File: config.mk
export PLATFORM = sky130hd
export DESIGN_NAME = linebuffer_ctrl
export DESIGN_NICKNAME = d
export VERILOG_FILES = /design/src/rtl/lbctrl_pkg.sv /design/src/rtl/lbctrl_bank_mux.sv /design/src/rtl/linebuffer_ctrl.sv
export SDC_FILE = /design/constraint.sdc
export NUM_CORES = 1
export LEC_CHECK = 0
export CAP_MARGIN = 20
export CORE_ASPECT_RATIO = 1.5
export CORE_MARGIN = 3
export CORE_UTILIZATION = 53
export DETAILED_ROUTE_END_ITERATION = 6
export PLACE_DENSITY = 0.84
export SLEW_MARGIN = 10
export SYNTH_ARGS = -nofsm -noshare
export SYNTH_HDL_FRONTEND = slang
export SYNTH_SLANG_ARGS = --single-unit
File: constraint.sdc
create_clock -name i_clk -period 5.3 [get_ports i_clk]
set_input_delay 1.59 -clock i_clk [delete_from_list [all_inputs] [get_ports i_clk]]
set_output_delay 1.59 -clock i_clk [all_outputs]
set_load 0.05 [all_outputs]
File: src/rtl/lbctrl_pkg.sv
// Shared state encodings and constants for the sprite line buffer controller.
// Build option: LBCTRL_XWRAP_EN makes render writes past the buffer end wrap to the start.
package lbctrl_pkg;

    localparam int unsigned LB_LEN_DEF = 192;
    localparam int unsigned AW_DEF     = 8;
    localparam logic [11:0] BACKDROP   = 12'hFFF;

    typedef enum logic [1:0] {
        R_IDLE,
        R_LOAD,
        R_LATCH,
        R_WRITE
    } ren_state_e;

    typedef enum logic [2:0] {
        D_IDLE,
        D_LOAD,
        D_READ,
        D_CLEAR,
        D_DONE
    } rd_state_e;

endpackage

File: src/rtl/lbctrl_bank_mux.sv
// Per-bank steering: the rendering bank takes the render sequencer's controls,
// the other bank takes the readout/clear sequencer's controls.
module lbctrl_bank_mux #(
    parameter int unsigned AW   = 8,
    parameter logic        BANK = 1'b0
) (
    input  logic          i_render_bank,
    input  logic          i_ren_load,
    input  logic          i_ren_ck,
    input  logic          i_ren_we,
    input  logic [AW-1:0] i_ren_addr,
    input  logic          i_rd_load,
    input  logic          i_rd_ck,
    input  logic          i_rd_we,
    input  logic          i_rd_clearing,
    input  logic [AW-1:0] i_rd_addr,
    output logic          o_load,
    output logic          o_ck,
    output logic          o_we,
    output logic          o_clearing,
    output logic [AW-1:0] o_addr_load
);

    logic w_sel_render;

    assign w_sel_render = (i_render_bank == BANK);

    always_comb begin
        o_load      = 1'b1;
        o_ck        = 1'b0;
        o_we        = 1'b1;
        o_clearing  = 1'b0;
        o_addr_load = '0;
        if (w_sel_render) begin
            o_load      = i_ren_load;
            o_ck        = i_ren_ck;
            o_we        = i_ren_we;
            o_addr_load = i_ren_addr;
        end else begin
            o_load      = i_rd_load;
            o_ck        = i_rd_ck;
            o_we        = i_rd_we;
            o_clearing  = i_rd_clearing;
            o_addr_load = i_rd_addr;
        end
    end

endmodule

File: src/rtl/linebuffer_ctrl.sv
// Ping-pong sequencer for the two sprite line buffer banks (render vs. readout/clear).
// Build option: LBCTRL_XWRAP_EN wraps render writes at counter >= LB_LEN back into the buffer.
module linebuffer_ctrl
    import lbctrl_pkg::*;
#(
    parameter int unsigned LB_LEN = LB_LEN_DEF,
    parameter int unsigned AW     = AW_DEF
) (
    input  logic            i_clk,
    input  logic            i_reset,
    input  logic            i_ce_pix,
    input  logic            i_line_start,
    input  logic            i_rd_active,
    input  logic            i_spr_start,
    input  logic [AW-1:0]   i_spr_xpos,
    input  logic            i_spr_pix_valid,
    input  logic            i_spr_pix_opaque,
    output logic            o_spr_ready,
    output logic            o_render_bank,
    output logic [1:0]      o_lb_load,
    output logic [1:0]      o_lb_ck,
    output logic [1:0]      o_lb_we,
    output logic [1:0]      o_lb_clearing,
    output logic [2*AW-1:0] o_lb_addr_load
);

    localparam logic [AW:0]   LEN_W  = LB_LEN[AW:0];
    localparam logic [AW-1:0] RD_END = LB_LEN[AW-1:0];

    // Set by the first LINE_START; until then neither sequencer may act.
    logic          r_armed;
    logic          r_render_bank;

    ren_state_e    r_ren_state, w_ren_state_d;
    logic [AW-1:0] r_ren_cnt, w_ren_cnt_d;
    logic          r_ren_load, w_ren_load_d;
    logic          r_ren_ck, w_ren_ck_d;
    logic          r_ren_we, w_ren_we_d;
    logic [AW-1:0] r_ren_addr, w_ren_addr_d;

    rd_state_e     r_rd_state, w_rd_state_d;
    logic [AW-1:0] r_rd_cnt, w_rd_cnt_d;
    logic          r_rd_load, w_rd_load_d;
    logic          r_rd_ck, w_rd_ck_d;
    logic          r_rd_we, w_rd_we_d;
    logic          r_rd_clr, w_rd_clr_d;

    logic          w_spr_ready;
    logic          w_in_range;

    assign w_spr_ready   = r_armed && (r_ren_state == R_IDLE);
    assign w_in_range    = ({1'b0, r_ren_cnt} < LEN_W);
    assign o_spr_ready   = w_spr_ready;
    assign o_render_bank = r_render_bank;

    // Controls are registered together with the state they belong to, so the
    // pulse for a decision appears during the cycle after that decision.
    always_comb begin
        w_ren_state_d = r_ren_state;
        w_ren_cnt_d   = r_ren_cnt;
        w_ren_load_d  = 1'b1;
        w_ren_ck_d    = 1'b0;
        w_ren_we_d    = 1'b1;
        w_ren_addr_d  = '0;
        if (i_line_start) begin
            w_ren_state_d = R_LOAD;
            w_ren_cnt_d   = '0;
            w_ren_load_d  = 1'b0;
            w_ren_ck_d    = 1'b1;
        end else begin
            unique case (r_ren_state)
                R_LOAD: w_ren_state_d = R_IDLE;
                R_IDLE: begin
                    if (w_spr_ready && i_spr_start) begin
                        w_ren_load_d = 1'b0;
                        w_ren_ck_d   = 1'b1;
                        w_ren_addr_d = i_spr_xpos;
                        w_ren_cnt_d  = i_spr_xpos;
                    end else if (w_spr_ready && i_spr_pix_valid) begin
                        if (!i_spr_pix_opaque) begin
                            w_ren_ck_d  = 1'b1;
                            w_ren_cnt_d = r_ren_cnt + 1'b1;
                        end else if (w_in_range) begin
                            w_ren_state_d = R_LATCH;
                        end else begin
`ifdef LBCTRL_XWRAP_EN
                            // Reload the bank counter inside the buffer before writing.
                            w_ren_state_d = R_LATCH;
                            w_ren_load_d  = 1'b0;
                            w_ren_ck_d    = 1'b1;
                            w_ren_addr_d  = r_ren_cnt - LEN_W[AW-1:0];
                            w_ren_cnt_d   = r_ren_cnt - LEN_W[AW-1:0];
`else
                            w_ren_ck_d  = 1'b1;
                            w_ren_cnt_d = r_ren_cnt + 1'b1;
`endif
                        end
                    end
                end
                R_LATCH: begin
                    w_ren_state_d = R_WRITE;
                    w_ren_we_d    = 1'b0;
                    w_ren_ck_d    = 1'b1;
                    w_ren_cnt_d   = r_ren_cnt + 1'b1;
                end
                R_WRITE: w_ren_state_d = R_IDLE;
                default: w_ren_state_d = R_IDLE;
            endcase
        end
    end

    always_comb begin
        w_rd_state_d = r_rd_state;
        w_rd_cnt_d   = r_rd_cnt;
        w_rd_load_d  = 1'b1;
        w_rd_ck_d    = 1'b0;
        w_rd_we_d    = 1'b1;
        w_rd_clr_d   = 1'b0;
        if (i_line_start) begin
            w_rd_state_d = D_LOAD;
            w_rd_cnt_d   = '0;
            w_rd_load_d  = 1'b0;
            w_rd_ck_d    = 1'b1;
        end else begin
            unique case (r_rd_state)
                D_LOAD: w_rd_state_d = D_IDLE;
                D_IDLE: begin
                    if (r_armed && i_ce_pix && i_rd_active) begin
                        w_rd_state_d = D_READ;
                    end
                end
                D_READ: begin
                    w_rd_state_d = D_CLEAR;
                    w_rd_we_d    = 1'b0;
                    w_rd_clr_d   = 1'b1;
                    w_rd_ck_d    = 1'b1;
                    w_rd_cnt_d   = r_rd_cnt + 1'b1;
                end
                // Counter already points past the cleared address here.
                D_CLEAR: w_rd_state_d = (r_rd_cnt == RD_END) ? D_DONE : D_IDLE;
                D_DONE:  w_rd_state_d = D_DONE;
                default: w_rd_state_d = D_IDLE;
            endcase
        end
    end

    always_ff @(posedge i_clk) begin
        if (i_reset) begin
            r_armed       <= 1'b0;
            r_render_bank <= 1'b0;
            r_ren_state   <= R_IDLE;
            r_ren_cnt     <= '0;
            r_ren_load    <= 1'b1;
            r_ren_ck      <= 1'b0;
            r_ren_we      <= 1'b1;
            r_ren_addr    <= '0;
            r_rd_state    <= D_IDLE;
            r_rd_cnt      <= '0;
            r_rd_load     <= 1'b1;
            r_rd_ck       <= 1'b0;
            r_rd_we       <= 1'b1;
            r_rd_clr      <= 1'b0;
        end else begin
            if (i_line_start) begin
                r_armed       <= 1'b1;
                r_render_bank <= ~r_render_bank;
            end
            r_ren_state <= w_ren_state_d;
            r_ren_cnt   <= w_ren_cnt_d;
            r_ren_load  <= w_ren_load_d;
            r_ren_ck    <= w_ren_ck_d;
            r_ren_we    <= w_ren_we_d;
            r_ren_addr  <= w_ren_addr_d;
            r_rd_state  <= w_rd_state_d;
            r_rd_cnt    <= w_rd_cnt_d;
            r_rd_load   <= w_rd_load_d;
            r_rd_ck     <= w_rd_ck_d;
            r_rd_we     <= w_rd_we_d;
            r_rd_clr    <= w_rd_clr_d;
        end
    end

    lbctrl_bank_mux #(
        .AW   (AW),
        .BANK (1'b0)
    ) u_bank0 (
        .i_render_bank (r_render_bank),
        .i_ren_load    (r_ren_load),
        .i_ren_ck      (r_ren_ck),
        .i_ren_we      (r_ren_we),
        .i_ren_addr    (r_ren_addr),
        .i_rd_load     (r_rd_load),
        .i_rd_ck       (r_rd_ck),
        .i_rd_we       (r_rd_we),
        .i_rd_clearing (r_rd_clr),
        .i_rd_addr     ({AW{1'b0}}),
        .o_load        (o_lb_load[0]),
        .o_ck          (o_lb_ck[0]),
        .o_we          (o_lb_we[0]),
        .o_clearing    (o_lb_clearing[0]),
        .o_addr_load   (o_lb_addr_load[AW-1:0])
    );

    lbctrl_bank_mux #(
        .AW   (AW),
        .BANK (1'b1)
    ) u_bank1 (
        .i_render_bank (r_render_bank),
        .i_ren_load    (r_ren_load),
        .i_ren_ck      (r_ren_ck),
        .i_ren_we      (r_ren_we),
        .i_ren_addr    (r_ren_addr),
        .i_rd_load     (r_rd_load),
        .i_rd_ck       (r_rd_ck),
        .i_rd_we       (r_rd_we),
        .i_rd_clearing (r_rd_clr),
        .i_rd_addr     ({AW{1'b0}}),
        .o_load        (o_lb_load[1]),
        .o_ck          (o_lb_ck[1]),
        .o_we          (o_lb_we[1]),
        .o_clearing    (o_lb_clearing[1]),
        .o_addr_load   (o_lb_addr_load[2*AW-1:AW])
    );

endmodule
* Word-level counts from Yosys, hierarchy flattened
Cells that the tools add are included.
** Cells by class
- Multiply operators :: 0
- Eq/ne operators :: 19
- Reduce and logical (&&, ||, !) cells :: 14
- Multiplexer cells :: 39
- Add/sub/neg operators :: 2
- Shift-type cells :: 0
- Bitwise operators :: 3
- Magnitude comparators :: 1
- Div/mod/pow operators :: 0
** Operators by type and width (count)
- $mux 8 :: 6
- $mux 1 :: 23
- $add 8x1->8 const B :: 2
- $pmux 8 s2 :: 1
- $ne 3x3->1 const B :: 4
- $pmux 3 s4 :: 1
- $eq 8x8->1 const B :: 1
- $lt 8x8->1 const B :: 1
- $mux 2 :: 4
- $ne 2x2->1 const B :: 4
- $reduce_and 4->1 :: 2
- $eq 3x2->1 const B :: 2
- $mux 3 :: 2
- $pmux 2 s3 :: 1
- $logic_and 1x1->1 :: 5
- $eq 2x2->1 const B :: 2
- $ne 4x3->1 const B :: 1
- $reduce_or 2->1 :: 2
- $reduce_or 4->1 :: 1
- $eq 3x3->1 const B :: 1
- $logic_not 3->1 :: 1
- $ne 3x1->1 const B :: 1
- $ne 3x2->1 const B :: 1
- $not 1->1 :: 3
- 6 further kinds :: 6
** Word-level totals
- ROM bits :: 0
- Latch bits :: 0
- Word-level logic and storage cells :: 94
- Bits in writable memories :: 0
- Register bits :: 38
- Output and inout bits :: 26
- Memories kept :: 0
- Input port bits :: 16

* Logic depth before layout (Yosys ltp)
Gate-level depths: netlist of run 1.
- Word-level depth :: 7
- Depth in mapped cells :: 6
- Gate-level depth less buffers :: 6

* By module
Synthesis of run 1 repeated with hierarchy kept, for this count alone.
** Second synthesis, totals
- Cells, all modules :: 196
- Area total of the unflattened synthesis :: 1956.9 µm²
** Modules (own cells, without submodules)
- linebuffer_ctrl :: instances 1, area an instance 1602.8 µm², cells an instance 170, seq. area each 760.7 µm²
- lbctrl_bank_mux at u_bank1 :: instances 1, area an instance 177.7 µm², cells an instance 13, seq. area each 0.0 µm²
- lbctrl_bank_mux at u_bank0 :: instances 1, area an instance 176.4 µm², cells an instance 13, seq. area each 0.0 µm²

* Least setup slack after synthesis of run 1
Ideal clock, no wire load.
- Path kind :: reg2out
- From :: register r_render_bank (netlist: o_render_bank)
- To :: output o_lb_we[0]
- Cell stages (with the launch flop) :: 5
- Data arrival time :: 1.652 ns
- Required time :: 3.710 ns
- Slack :: 2.058 ns
- Buffers on the path :: 3
- Path through :: dfxtp_1 -> clkbuf_1 -> buf_2 -> mux2_2 -> buf_4
** On the way
- Word-level cells in the longest chain between the ends :: 1
** RTL lines
- from (decl) :: RTL line linebuffer_ctrl.sv:32 : logic r_render_bank;
- from (signal assigned) :: RTL line linebuffer_ctrl.sv:166 : r_render_bank <= ~r_render_bank;
- $mux 1 :: RTL line lbctrl_bank_mux.sv:34 : if (w_sel_render) begin
- to (decl) :: RTL line linebuffer_ctrl.sv:22 : output logic [1:0] o_lb_we,
Every way passes these cells.

* Final worst setup path of run 1
Ends and elaborated chain as after synthesis.

==> impl_results.md, run 1 <==
- Dpl hpwl: approximately 2.8 mm
- Wl on met1: between 1 and 1.5 mm
- CP Data Arrival Time: 2.23 ns
- Core Region: ~3300 sq um
- Yosys warns: 0
- Placed Cells: 270
- Vias per cell: 5.36
- Post-synth EDFFs: 0
- RSZ-0062 raised after global routing: false
- Pint: approximately 0.00043 W
- Ports: 42
- Critical Path RT: about 3.7 ns
- Post-CTS Resized: 0
- Cts hold-fix bufs: 0
- Met2 WL post-DR: between 2 and 2.5 mm
- Netlist Area Pre-Place: about 1900 sq um
- Clock network fraction of total power: 35.3%
- Synth Register Bits: 38
- Period utilization: between 70% and 80%
- Final Slew Violations: 0
- Routed via count: 1496
- Total grt overflow: 0
- Max_cap viols: 0
- Critical Path Start Type: register
- Initial Util: 57.1%
- Uppermost routed layer: met4
- CTS H-Tree Depth: 2
- Root Driver: clkbuf_8
- CP Capture Type: output pin
- Sequential share of the synthesized area: between 40 and 50%
- Site row count: 25
- Worst-path fanout max: 26
- Die X: ~54 microns
- I/O Buffers: between 40 and 50
- Layout cells sized above 1: between 10% and 20%
- CTS Sinks: 38
- Setup Crit Path Kind: register to output pin
- Placer Congestion: roughly 0.82
- Remaining DRCs: 0
- Sw Share: 26.1%
- Initial DRC Count: 38
- First-pass GRT wire length: ~6.4 mm
- Die Ht: ~79 microns
- CTS tree: done
- Peak VDD IR: between 0.2 and 0.25 mV
- Cts bufs inserted: 5
- Post-synthesis cell count: between 200 and 250
- Met3 Wirelength: about 120 microns
- Max Buffers Root-to-Sink: 2
- Register clock-pin slew on the reported worst setup and hold paths: roughly 0.070 ns
- Inserted Diodes: 0
- Initial antenna violation count: 0
- Final Critical Period: approximately 3.8 ns
- Drt first pass iters: 4
- Vias in the first global route: between 1000 and 1500
- Gate power share: between 10% and 20%
- GRT Total Usage: approximately a fifth
- Distinct cell type count after synthesis: 48
- Clock Latency Late Sink: about 0.29 ns
- Final Hold Fails: 0
- Prevailing post-synth register cell: dfxtp_1
- Post-Layout Cell Count: roughly 280
- Status: finished, final reports clean
- Largest net degree at the start of global routing: 27
- Flop2flop setup slack: 3.67 ns
- Post-synth ARST share: 0%
- Syn Nets: 228
- Switch Pwr: between 0.00015 and 0.0002 W
- Fin Clk Skew: approximately 0.0054 ns
- Seq pwr share: a little over half
- Average wire per cell in the routed design: ~13 microns
- Nets: between 200 and 300
- Fmax: between 200 and 300 MHz
- Routed Antenna Nets: 0
- Area Growth Syn to Fin: 23.3%
- Pwr Density: around 250 nW/um^2
- Post-CTS Setup Bufs: 0
- Leak: between 0.8 and 0.9 nW
- Synthesized area per cell: roughly 8.9 sq um
- Slew HR: 49.2%
- Die footprint: 4270 sq um
- Final WL: 3.73 mm
- Worst slew pin tran: between 0.7 and 0.8 ns
- Hold Crit Class: register to register
- Final Setup Violations: 0
- TNS Setup: 0 ns
## cell type report
cell class / instances / area (sq um)
multi-input combinational: 146 / 951
fill: 274 / 962
clock buffer: 6 / 82.6
timing repair buffer: 42 / 415
sequential: 38 / 761
inverter: 5 / 18.8
clock inverter: 2 / 12.5
tap: 40 / 50.0
## per-stage QoR
| step | total power [W] | area, sq um | hold slack [ns] | worst slack, ns | utilization [%] |
|---|---|---|---|---|---|
| floorplan | 0.000361 | 1860 | 0.410 | 2.06 | - |
| global placement | 0.000380 | 2190 | 0.449 | 1.82 | 67.3 |
| detailed placement | 0.000381 | 2190 | 0.457 | 1.80 | 67.3 |
| CTS | 0.000584 | 2290 | 0.477 | 1.46 | 70.3 |
| global route | 0.000609 | 2290 | 0.499 | 1.32 | 70.4 |
| finish | 0.000579 | 2290 | 0.474 | 1.48 | 70.4 |
## worst max-delay path, stage by stage (launching register included)
cell and delay, ns:
dfxtp_1 0.82, mux2_2 0.41, clkdlybuf4s50_1 0.71
## power by group through the flow
stage / Clock, W / Sequential, W / Combinational (W)
after floorplan: 0 / 0.000304 / 0.0000565
after global placement: 0 / 0.000307 / 0.0000729
after detailed placement: 0 / 0.000308 / 0.0000739
after CTS: 0.000209 / 0.000301 / 0.0000740
after global routing: 0.000227 / 0.000303 / 0.0000790
final: 0.000205 / 0.000301 / 0.0000735
## sequential cells by signal, summed over array words and instances, names as in the netlist, 2 cells and up
register	cells
r_rd_state	3
r_ren_cnt	8
r_ren_state	2
r_ren_addr	8
r_rd_cnt	8
## metal layers
metal  track usage [%]  vias up
met5                 0        -
met4              9.48        0
met3              5.88        7
met2              36.0       22
met1              21.2      700
li1                  -      767
## worst paths after layout
| path | from | to | depth (start not counted) |
|---|---|---|---|
| setup / recovery | o_render_bank | o_lb_we[0] | 2 |
| hold / removal | r_rd_state[2] | r_rd_state[1] | 1 |
| setup reg to reg | r_rd_state[1] | r_rd_cnt[5] | 5 |
| hold reg to reg | r_rd_state[2] | r_rd_state[1] | 1 |
## logic make-up (layout without fill, tap and decap cells)
family	after synthesis	count (layout)	synth area share, %
AOI/OAI and AO/OA	32	32	12.2
muxes	6	6	3.64
buffers and inverters	25	55	7.88
xor gates and xnor gates	8	8	3.77
and+or+nand+nor	97	97	29.6
adders and majority gates	3	3	2.02
DFF	38	38	40.9
## synth_stat cells (2+ instances only)
cell type,n,area share (%)
and3_1,10,3.4
nand2_1,15,3.0
a211oi_1,2,0.81
and2_1,10,3.4
buf_2,6,1.6
ha_1,3,2.0
nand2b_1,4,1.3
o21ai_1,2,0.54
buf_6,2,1.2
and2_0,2,0.67
buf_4,8,3.2
nor2_1,20,4.0
nand4_1,6,2.0
xor2_1,6,2.8
a21oi_1,8,2.2
dfxtp_1,38,41
nor2b_1,9,3.0
a21o_2,2,0.94
inv_1,5,1.0
xnor2_1,2,0.94
nand3_1,3,0.81
nor4_1,3,1.0
clkbuf_1,4,0.81
o22ai_1,2,0.67
nor3_1,2,0.54
o21ai_0,6,1.6
mux2_2,6,3.6
nor3b_1,3,1.2
## cell usage in the layout (no fill, tap or decap), drive strengths merged, types with 3 or more instances in the layout
cell type       n
a21o            3
a21oi           8
and2           12
and3           10
clkbuf          7
clkdlybuf4s50  41
dfxtp          38
ha              3
inv             5
mux2            6
nand2          15
nand2b          5
nand3           3
nand4           6
nor2           21
nor2b           9
nor3b           3
nor4            4
o21ai           8
xor2            6
Power figures use the tool's default switching activity.
==> inputs of run 2 (changes only) <==
--- a/config.mk
+++ b/config.mk
@@ -8,9 +8,9 @@
 export CAP_MARGIN = 20
 export CORE_ASPECT_RATIO = 1.5
 export CORE_MARGIN = 3
-export CORE_UTILIZATION = 53
+export CORE_UTILIZATION = 45
 export DETAILED_ROUTE_END_ITERATION = 6
-export PLACE_DENSITY = 0.84
+export PLACE_DENSITY = 0.76
 export SLEW_MARGIN = 10
 export SYNTH_ARGS = -nofsm -noshare
 export SYNTH_HDL_FRONTEND = slang
==> constraint.sdc (replaced) <==
create_clock -name i_clk -period 3.3 [get_ports i_clk]
set_input_delay 0.99 -clock i_clk [delete_from_list [all_inputs] [get_ports i_clk]]
set_output_delay 0.99 -clock i_clk [all_outputs]
set_load 0.05 [all_outputs]
==> impl_results.md, run 2 (synthesis gave the netlist of run 1 again) <==
- Remaining DRCs: 0 (unchanged)
- Max_cap viols: 0 (unchanged)
- Commonest non-fill, non-tap cell in the layout: clkdlybuf4s50_1
- Die Ht: 84.7 microns (+7.9%)
- Final WL: 3.70 mm (-0.80%)
- Critical Path Start Type: register
- Cts bufs inserted: 5 (unchanged)
- Total grt overflow: 0 (unchanged)
- Vias in the first global route: 1463 (+3.1%)
- Nets: 259 (+0.78%)
- CTS Sinks: 38 (unchanged)
- Pwr Density: 417 nW/um^2 (+65%)
- Top delay family on crit path: buffers and inverters
- Root Driver: clkbuf_8
- Cts hold-fix bufs: 0 (unchanged)
- TNS Setup: 0 ns (unchanged)
- RR Startpoint: r_armed
- Final hold slack: 0.463 ns (-0.0112 ns)
- Drt first pass iters: 4 (unchanged)
- Critical Path, Cell by Cell: buf_4 > mux2_2 > clkdlybuf4s50_1
- Post-Layout Cell Count: 286 (+2.5%)
- Inserted Diodes: 0 (unchanged)
- Core Region: 3960 sq um (+22%)
- Post-CTS Resized: 0 (unchanged)
- Fin Clk Skew: 0.00345 ns (-0.00191 ns)
- Hold Path Depth: 1 (unchanged)
- Final Critical Period: 2.95 ns
- Status: finished, final reports clean
- Start point of the worst hold path: r_rd_state[2]
- CP Data Arrival Time: 1.96 ns (-0.27 ns)
- First-pass GRT wire length: 6.35 mm (-0.53%)
- Critical-path top delay cell: clkdlybuf4s50_1
- Worst path max stage delay: 0.70 ns (-0.12 ns)
- Site row count: 28 (+12%)
- RSZ-0062 raised after global routing: false
- Slew HR: 65.1% (+16 points)
- Final Setup Violations: 0 (unchanged)
- Routed via count: 1488 (-0.53%)
- Critical Path RT: 2.31 ns (-1.40 ns)
- Die X: 58.5 microns (+7.6%)
- Area Growth Syn to Fin: 25.4%
- Top flop regs: r_rd_cnt x8, r_ren_addr x8, r_ren_cnt x8
- Initial Util: 46.9% (-10 points)
- CP Capture Type: output pin
- CTS tree: done
- Initial DRC Count: 61 (+61%)
- Worst slew pin tran: 0.522 ns (-0.237 ns)
- WP buf/inv: 2 (+1)
- Final Hold Fails: 0 (unchanged)
- Layout cells sized above 1: 12.0% (+0.74 points)
- Max Buffers Root-to-Sink: 2 (unchanged)
- Largest net degree at the start of global routing: 26 (-3.7%)
- Initial antenna violation count: 0 (unchanged)
- Register-to-Register Path Depth: 4 (-1)
- Routed Antenna Nets: 0 (unchanged)
- Worst Hold End: r_rd_state[1]
- Setup Crit Path Kind: register to output pin
- Dpl hpwl: 2.79 mm (+0.75%)
- Peak VDD IR: 0.367 mV (+49%)
- Ports: 42 (unchanged)
- Worst-path fanout max: 25 (-3.8%)
- FF-to-FF End: r_ren_cnt[3]
- Overall power: 0.000970 W (+68%)
- Hold Crit Class: register to register
- Register clock-pin slew on the reported worst setup and hold paths: 0.07 ns (about the same)
- I/O Buffers: 41 (unchanged)
- Placed Cells: 278 (+3.0%)
- Placer Congestion: 0.838 (+1.9%)
- Vias per cell: 5.20 (-3.0%)
- Final Slew Violations: 0 (unchanged)
- Post-CTS Setup Bufs: 0 (unchanged)
- Die footprint: 4950 sq um (+16%)
- Period utilization: between 80 and 90%
- CTS H-Tree Depth: 2 (unchanged)
- Average wire per cell in the routed design: 12.9 microns (-3.2%)
- GRT Total Usage: 16.4% (-4.1 points)
- Fmax: 339 MHz
- Most frequent cells in the layout: 41 x clkdlybuf4s50_1, 38 x dfxtp_1, 20 x nor2_1, 15 x nand2_1
- Clock Latency Late Sink: 0.28 ns (about the same)
- Leak: 0.871 nW (+2.5%)
- Flop2flop setup slack: 1.76 ns (-1.91 ns)
-- run 2: cell types whose count changed in the layout (fill, tap and decap cells not counted) --
| cell | previous run | this run |
|---|---|---|
| clkbuf_8 | 6 | 8 |
| buf_4 | 0 | 3 |
| clkinvlp_4 | 1 | 0 |
| clkbuf_2 | 1 | 0 |
| clkinv_2 | 1 | 0 |
-- run 2: worst max path at each step --
stage                             start    endpoint  slack [ns]  depth (start not counted)
final                     o_render_bank  o_lb_we[1]        0.35                          3
after CTS                 o_render_bank  o_lb_we[1]        0.33                          3
after global routing      o_render_bank  o_lb_we[1]        0.26                          3
after floorplan           o_render_bank  o_lb_we[0]        0.66                          4
after global placement    o_render_bank  o_lb_we[1]        0.69                          3
after detailed placement  o_render_bank  o_lb_we[1]        0.66                          3
-- run 2: worst reg2reg max path, stage by stage, from the launching register on --
cell and delay (ns):
dfxtp_1 0.49, nand3b_2 0.14, o211ai_4 0.43, a21boi_0 0.25
o22ai_1 0.11
-- run 2: metrics by stage --
| step | util (%) | worst slack, ns | instance area (sq um) |
|---|---|---|---|
| CTS | 58.8 | 0.334 | 2330 |
| finish | 58.8 | 0.349 | 2330 |
| floorplan | - | 0.658 | 1860 |
| detailed placement | 56.1 | 0.663 | 2220 |
| global route | 58.8 | 0.264 | 2330 |
| global placement | 56.1 | 0.689 | 2220 |
-- run 2: metal layers --
metal | vias to the layer above | track usage [%] | routed length [microns]
met3 | 13 | 3.85 | 129
met2 | 36 | 28.7 | 2030
met4 | 0 | 8.44 | 127
li1 | 771 | - | -
met5 | - | 0 | 0
met1 | 668 | 17.8 | 1410
-- run 2: cell type report --
cell class                      instances  area (sq um)
Clock buffer                            8           110
Fill cell                             357          1630
Inverter                                5          18.8
Multi-Input combinational cell        146           951
Sequential cell                        38           761
Tap cell                               45          56.3
Timing Repair Buffer                   44           433
-- run 2: where the power goes --
group | leakage (nW) | switching (W) | total [W] | internal, W
Clock | 0.0575 | 0.000154 | 0.000365 | 0.000211
Sequential | 0.309 | 0.00000853 | 0.000476 | 0.000468
Combinational | 0.505 | 0.0000752 | 0.000129 | 0.0000542
